`config.mk`:
```
export PLATFORM = sky130hd
export DESIGN_NAME = arb_burst_mux
export DESIGN_NICKNAME = d
export VERILOG_FILES = /design/src/rtl/arb_pkg.sv /design/src/rtl/onehot_to_index.sv /design/src/rtl/arb_burst_mux.sv
export SDC_FILE = /design/constraint.sdc
export NUM_CORES = 1
export LEC_CHECK = 0
export ABC_CLOCK_PERIOD_IN_PS = 1800
export BUFFER_PORTS_ARGS = -buffer_cell sky130_fd_sc_hd__clkbuf_2
export CAP_MARGIN = 20
export CORE_UTILIZATION = 39
export CTS_BUF_LIST = sky130_fd_sc_hd__clkbuf_4
export CTS_CLUSTER_SIZE = 28
export DETAILED_ROUTE_END_ITERATION = 8
export PLACE_DENSITY = 0.83
export SETUP_SLACK_MARGIN = 0.15
export SYNTH_ARGS = -nofsm -noshare
export SYNTH_HDL_FRONTEND = slang
export SYNTH_SLANG_ARGS = --single-unit
```
`constraint.sdc`:
```
create_clock -name clk -period 1.8 [get_ports clk]
set_clock_uncertainty 0.1 [all_clocks]
set_input_delay 0.36 -clock clk [delete_from_list [all_inputs] [get_ports clk]]
set_output_delay 0.36 -clock clk [all_outputs]
set_load 0.02 [all_outputs]
```
`src/rtl/arb_pkg.sv`:
```
// Shared types and helpers for consumers of the 4-way arbiter grant.
// Used by the burst mux and the one-hot decoder.
package arb_pkg;

  typedef enum logic {
    IDLE = 1'b0,
    XFER = 1'b1
  } state_e;

  localparam int NUM_REQ = 4;
  localparam int ID_W    = 2;

  function automatic logic onehot_is_valid(
    input logic [NUM_REQ-1:0] v
  );
    return (v != '0) &&
           ((v & (v - NUM_REQ'(1))) == '0);
  endfunction

endpackage

```
`src/rtl/onehot_to_index.sv`:
```
// One-hot grant to binary index; valid only when exactly one bit is set.
// Index is don't-care (OR-encoded) for zero or multi-hot inputs.
module onehot_to_index
  import arb_pkg::*;
(
  input  logic [NUM_REQ-1:0] onehot,
  output logic [ID_W-1:0]    index,
  output logic               valid
);

  assign index = {onehot[3] | onehot[2],
                  onehot[3] | onehot[1]};

  assign valid = onehot_is_valid(onehot);

endmodule

```
`src/rtl/arb_burst_mux.sv`:
```
// Locks onto a one-hot grant while idle and streams a fixed-length
// burst of that requester's data with valid/ready and per-requester acks.
module arb_burst_mux
  import arb_pkg::*;
#(
  parameter int DATA_W    = 8,
  parameter int BURST_LEN = 4
) (
  input  logic                      clk,
  input  logic                      reset,
  input  logic [NUM_REQ-1:0]        grant,
  input  logic [NUM_REQ*DATA_W-1:0] req_data,
  output logic [NUM_REQ-1:0]        req_ack,
  output logic [NUM_REQ-1:0]        req_last,
  output logic                      out_valid,
  input  logic                      out_ready,
  output logic [DATA_W-1:0]         out_data,
  output logic [ID_W-1:0]           out_id,
  output logic                      out_last,
  output logic                      err_grant
);

  localparam int BEAT_W =
    (BURST_LEN > 1) ? $clog2(BURST_LEN) : 1;
  localparam logic [BEAT_W-1:0] LAST_BEAT =
    BEAT_W'(BURST_LEN - 1);

  state_e            state_q, state_d;
  logic [ID_W-1:0]   owner_q, owner_d;
  logic [BEAT_W-1:0] beat_q, beat_d;
  logic              err_q, err_d;

  logic [ID_W-1:0]   g_idx;
  logic              g_ok;
  logic              xfer;
  logic              hs;
  logic [DATA_W-1:0] data_mux;

  onehot_to_index u_dec (
    .onehot (grant),
    .index  (g_idx),
    .valid  (g_ok)
  );

  assign xfer = (state_q == XFER);
  assign hs   = xfer & out_ready;

  always_comb begin
    data_mux = '0;
    for (int i = 0; i < NUM_REQ; i++) begin
      if (owner_q == ID_W'(i)) begin
        data_mux = req_data[i*DATA_W +: DATA_W];
      end
    end
  end

  assign out_valid = xfer;
  assign out_data  = xfer ? data_mux : '0;
  assign out_id    = xfer ? owner_q : '0;
  assign out_last  = xfer && (beat_q == LAST_BEAT);
  assign err_grant = err_q;

  assign req_ack  = hs ? (NUM_REQ'(1) << owner_q) : '0;
  assign req_last = out_last ? req_ack : '0;

  always_comb begin
    state_d = state_q;
    owner_d = owner_q;
    beat_d  = beat_q;
    err_d   = err_q;
    case (state_q)
      IDLE: begin
        if (g_ok) begin
          owner_d = g_idx;
          beat_d  = '0;
          state_d = XFER;
        end else if (grant != '0) begin
          err_d = 1'b1;
        end
      end
      XFER: begin
        if (hs) begin
          if (out_last) begin
            state_d = IDLE;
            beat_d  = '0;
          end else begin
            beat_d = beat_q + BEAT_W'(1);
          end
        end
      end
      default: state_d = IDLE;
    endcase
  end

  always_ff @(posedge clk or posedge reset) begin
    if (reset) begin
      state_q <= IDLE;
      owner_q <= '0;
      beat_q  <= '0;
      err_q   <= 1'b0;
    end else begin
      state_q <= state_d;
      owner_q <= owner_d;
      beat_q  <= beat_d;
      err_q   <= err_d;
    end
  end

endmodule

```
== Word level (Yosys, flattened, before mapping) ==
Index checks and enable logic that the tools add are counted.

* Flip-flop bits (word level): 6
* Latch bits: 0
* RAM bits: 0
* Memory bits (read-only): 0
* Input port bits: 39
* Output and inout bits: 21
* Memories kept: 0

* Add/subtract/negate cells: 2
* Multiply operators: 0
* Div/mod/pow operators: 0
* Magnitude comparators: 0
* Eq/ne operators: 6
* Shift operators: 1
* Mux-type cells: 16
* Bitwise operators: 6
* Reduce and logical (&&, ||, !) cells: 8

{| class="wikitable"
|+ Operator list
! operator !! count
|-
| $mux 8 || 5
|-
| $mux 2 || 4
|-
| $mux 4 || 2
|-
| $eq 2x2->1 const B || 3
|-
| $and 4x4->4 || 1
|-
| $logic_not 4->1 || 1
|-
| $pmux 2 s2 || 1
|-
| $reduce_and 2->1 || 2
|-
| $reduce_bool 4->1 || 1
|-
| $shl 1x2->4 const A || 1
|-
| $sub 4x1->4 const B || 1
|-
| $mux 1 || 3
|-
| $reduce_and 3->1 || 1
|-
| $add 2x1->2 const B || 1
|-
| $eq 2x1->1 const B || 1
|-
| $logic_and 1x1->1 || 2
|-
| $logic_not 2->1 || 1
|-
| $ne 2x1->1 const B || 1
|-
| $ne 2x2->1 const B || 1
|-
| $not 1->1 || 2
|-
| $or 1x1->1 || 2
|-
| $pmux 1 s2 || 1
|-
| $and 1x1->1 || 1
|}

== Logic depth before layout (Yosys ltp) ==
* Depth in word-level cells: 6
* Gate-level depth with buffers: 5

== Hierarchy ==
A second synthesis with hierarchy kept.

* Cell total of the unflattened synthesis: 77
* Area total of the unflattened synthesis: 644.4 um^2

{| class="wikitable"
|+ By module, submodules not included
! module !! instances !! cells an instance !! area an instance (um^2) !! seq. area each (um^2)
|-
| arb_burst_mux || 1 || 71 || 595.6 || 150.1
|-
| onehot_to_index || 1 || 6 || 48.8 || 0.0
|}

== Worst setup path after synthesis ==
Ideal clock, no wire load.

* Path kind: register to output
* Start: register state_q, in the netlist out_valid
* End: output req_last[3]
* Arrival: 1.418 ns
* Data required time: 1.340 ns
* Slack: -0.078 ns
* Cell stages (with the launch flop): 6
* Buffers on the path: 1
* Cell sequence: dfrtp_1 clkbuf_1 nand2_1 inv_1 nand2_1 nor2_1

* Longest elaborated chain between the ends: 3

{| class="wikitable"
|+ RTL lines
! element !! RTL line !! source
|-
| from (decl) || arb_burst_mux.sv:28 || <nowiki>state_e state_q, state_d;</nowiki>
|-
| from (signal assigned) || arb_burst_mux.sv:102 || <nowiki>state_q <= state_d;</nowiki>
|-
| $and 1x1->1 || arb_burst_mux.sv:46 || <nowiki>assign hs = xfer & out_ready;</nowiki>
|-
| $mux 4 || arb_burst_mux.sv:63 || <nowiki>assign req_ack = hs ? (NUM_REQ'(1) << owner_q) : '0;</nowiki>
|-
| $mux 4 * || arb_burst_mux.sv:64 || <nowiki>assign req_last = out_last ? req_ack : '0;</nowiki>
|-
| to (decl) || arb_burst_mux.sv:14 || <nowiki>output logic [NUM_REQ-1:0] req_last,</nowiki>
|}

Mark *: on every way between the ends. The rest lies on a longest branch, timed or not.

== Final worst setup path ==
* Start: register owner_q[0]
* End: output out_data[2]

* Longest elaborated chain between the ends: 6

{| class="wikitable"
|+ RTL lines
! element !! RTL line !! source
|-
| from (decl) || arb_burst_mux.sv:29 || <nowiki>logic [ID_W-1:0] owner_q, owner_d;</nowiki>
|-
| from (signal assigned) || arb_burst_mux.sv:103 || <nowiki>owner_q <= owner_d;</nowiki>
|-
| $logic_not 2->1 || arb_burst_mux.sv:51 || <nowiki>if (owner_q == ID_W'(i)) begin</nowiki>
|-
| $mux 8 (3 in a row) || arb_burst_mux.sv:51 ||
|-
| $mux 8 * || arb_burst_mux.sv:51 ||
|-
| $mux 8 * || arb_burst_mux.sv:58 || <nowiki>assign out_data = xfer ? data_mux : '0;</nowiki>
|-
| to (decl) || arb_burst_mux.sv:17 || <nowiki>output logic [DATA_W-1:0] out_data,</nowiki>
|}

Marked as above.

==> results.json <==
{
  "die_area_mm2": 0.00200,
  "via_count": 978,
  "cts_buffer_depth": 2,
  "startpoint_type": "register",
  "min_period_ns": 2.06,
  "synth_enable_flop_cells": 0,
  "fmax_mhz": 484,
  "row_count": 15,
  "drc": 0,
  "hold_path_end": "out_valid",
  "setup_viol": 14,
  "antenna_found_initial": 0,
  "clk_latency_ns": 0.25,
  "hold_viol_final": 0,
  "die_h_um": 44.7,
  "drv_slew": 0,
  "min_from": "out_ready",
  "totalWireLength_um": 3280,
  "cts_tree": "done",
  "synthToLayoutAreaGrowth_pct": 109,
  "synth_top_cell_by_area": "dfrtp_1",
  "ios": 60,
  "dp_slack_ns": -0.0473,
  "ys_async_sr_fraction": 1.00,
  "syn_area_per_cell_um2": 9.35,
  "cap_viol_max_count": 0,
  "cts.clk_slew.worst_paths_ns": 0.05,
  "drtPass1Iterations": 6,
  "die_w_um": 44.7,
  "pwr-share-seq": 0.126,
  "h-tree-depth": 1,
  "worstSetupPathType": "register to output port",
  "start_util": 0.416,
  "grt_pass1_wl_um": 4060,
  "ff2ff_setup_slack_ns": 0.32,
  "yosys.area.top_type_share": 0.211,
  "fin_ws_ns": -0.264,
  "synth_seq_cells": 6,
  "cts_buffers": 3,
  "rr_worst_depth": 5,
  "combPwrFrac": 0.797,
  "place_hpwl_um": 1580,
  "hold_class": "input pin to register",
  "synth.distinct_cells": 27,
  "synth.area.top_cells": "dfrtp_1 21%, mux4_2 19%, and2_1 11%",
  "leakage_nw": 0.727,
  "vias_per_cell": 5.49,
  "r2r_start": "out_valid",
  "core_mm2": 0.00171,
  "status": "finished with violations",
  "numClockSinks": 6,
  "critPathRequiredTime_ns": 1.34,
  "worstPathArrival_ns": 1.60,
  "cts_root_buf": "clkbuf_4",
  "routabilityCongestion": 0.664,
  "grt_start_max_net_pins": 16,
  "yosys-top-cells-count": "12 x and2_1, 12 x nor2_1, 6 x a21oi_1, 6 x dfrtp_1, 6 x mux4_2",
  "synth_ff_type": "dfrtp_1",
  "slew_headroom": 0.718,
  "yosys_warnings": 0,
  "final_nets": 194,
  "synth_cells": 76,
  "r2r-end": "beat_q[0]",
  "p_sw_frac": 0.403,
  "powerDensity_mw_per_mm2": 1400,
  "whs_ns": 0.329,
  "ys_seq_area_frac": 0.211,
  "synth_area_um2": 711,
  "ant_nets": 0,
  "drtIter0Drc": 13,
  "track_usage": 0.286,
  "drive_gt1_frac": 0.778,
  "io_buffers": 59,
  "rsz0062_at_grt": "yes",
  "wl_per_cell_um": 18.4,
  "whs_path_depth": 2,
  "p_int_w": 0.00124,
  "clock_power_share": 0.077,
  "violations": "negative setup slack",
  "crit_fanout": 5,
  "worstSetupEndpointType": "output port",
  "syn-num-nets": 116,
  "antenna_cells": 0,
  "period_share": 1.15,
  "power.switching_w": 0.000838,
  "irDropWorstVdd_uv": 979,
  "grt_overflow": 0,
  "first_global_vias": 867,
  "tightest_slew_ns": 0.412
}
-- power by group through the flow --
stage / combinational (W) / sequential [W] / clock [W]
2_1_floorplan: 0.000722 / 0.000235 / 0
3_3_place_gp: 0.000943 / 0.000253 / 0
3_5_place_dp: 0.000970 / 0.000255 / 0
4_1_cts: 0.00138 / 0.000241 / 0.000163
5_1_grt: 0.00174 / 0.000266 / 0.000166
6_report: 0.00166 / 0.000262 / 0.000160
-- timing repair --
item	CTS	global route
hold endpoints to repair	6	0
gates cloned	0	1
pin swaps	6	4
hold buffers	1	0
setup endpoints to repair	19	18
resized for setup	43	29
setup buffers	9	5
-- flip-flops by register name, indices dropped and copies added (netlist names) --
register / cells
beat_q: 2
owner_q: 2
out_valid: 1
err_grant: 1
-- final cells by class --
| cell class | count | area [µm²] |
|---|---|---|
| inverters | 2 | 7.51 |
| well taps | 25 | 31.3 |
| flip-flops and latches | 6 | 154 |
| multi-input cells | 61 | 609 |
| fillers | 87 | 224 |
| repair buffers | 80 | 652 |
| clock buffers | 4 | 30.0 |
-- routing by layer --
layer / vias up / wire length, µm / track usage
met4: 0 / 161 / 0.0970
met2: 67 / 1680 / 0.544
met5: - / 0 / 0
met3: 13 / 285 / 0.0571
li1: 421 / - / -
met1: 477 / 1150 / 0.312
-- cell usage in the layout, fill, tap and decap left out, drive strengths merged --
master       instances
clkbuf              50
buf                 33
and2                12
nor2                12
mux4                 8
a21oi                6
dfrtp                6
nand2                4
o21ai                3
xnor2                2
nand2b               2
a21o                 2
xor2                 2
inv                  2
o21bai               1
nor3                 1
o21a                 1
o31a                 1
nand4b               1
a22o                 1
a2111oi              1
ha                   1
dlygate4sd3          1
-- cell families (layout without fill, tap and decap cells) --
| family | count (synthesis) | in the layout | synth area share |
|---|---|---|---|
| simple gates | 32 | 32 | 0.227 |
| compound gates | 16 | 16 | 0.144 |
| buf+inv | 9 | 86 | 0.0757 |
| mux | 8 | 8 | 0.264 |
| flops | 6 | 6 | 0.211 |
| xor+xnor | 4 | 4 | 0.0599 |
| fa+ha+maj | 1 | 1 | 0.0176 |
-- stage by stage --
stage,std cells,util,cell area [µm²],total power (W),TNS [ns]
2_1_floorplan,76,-,758,0.000957,0
3_3_place_gp,158,0.629,1070,0.00120,0
3_5_place_dp,158,0.629,1070,0.00122,-0.104
4_1_cts,172,0.799,1360,0.00178,-2.32
5_1_grt,178,0.869,1480,0.00217,-2.71
6_report,178,0.869,1480,0.00208,-2.30
-- worst max path at each step --
stage | from | end | cells after the start
floorplan | owner_q[0] | out_data[2] | 3
global placement | owner_q[0] | out_data[0] | 4
detailed placement | owner_q[0] | out_data[0] | 4
CTS | owner_q[0] | out_data[2] | 4
global route | owner_q[0] | out_data[2] | 4
finish | owner_q[0] | out_data[2] | 4
-- critical path, cell delays in order (launching register included) --
cell and delay [ns]:
dfrtp_2 0.40, buf_6 0.15, mux4_2 0.51, and2_4 0.16, buf_8 0.12
Power figures use the tool's default switching activity.
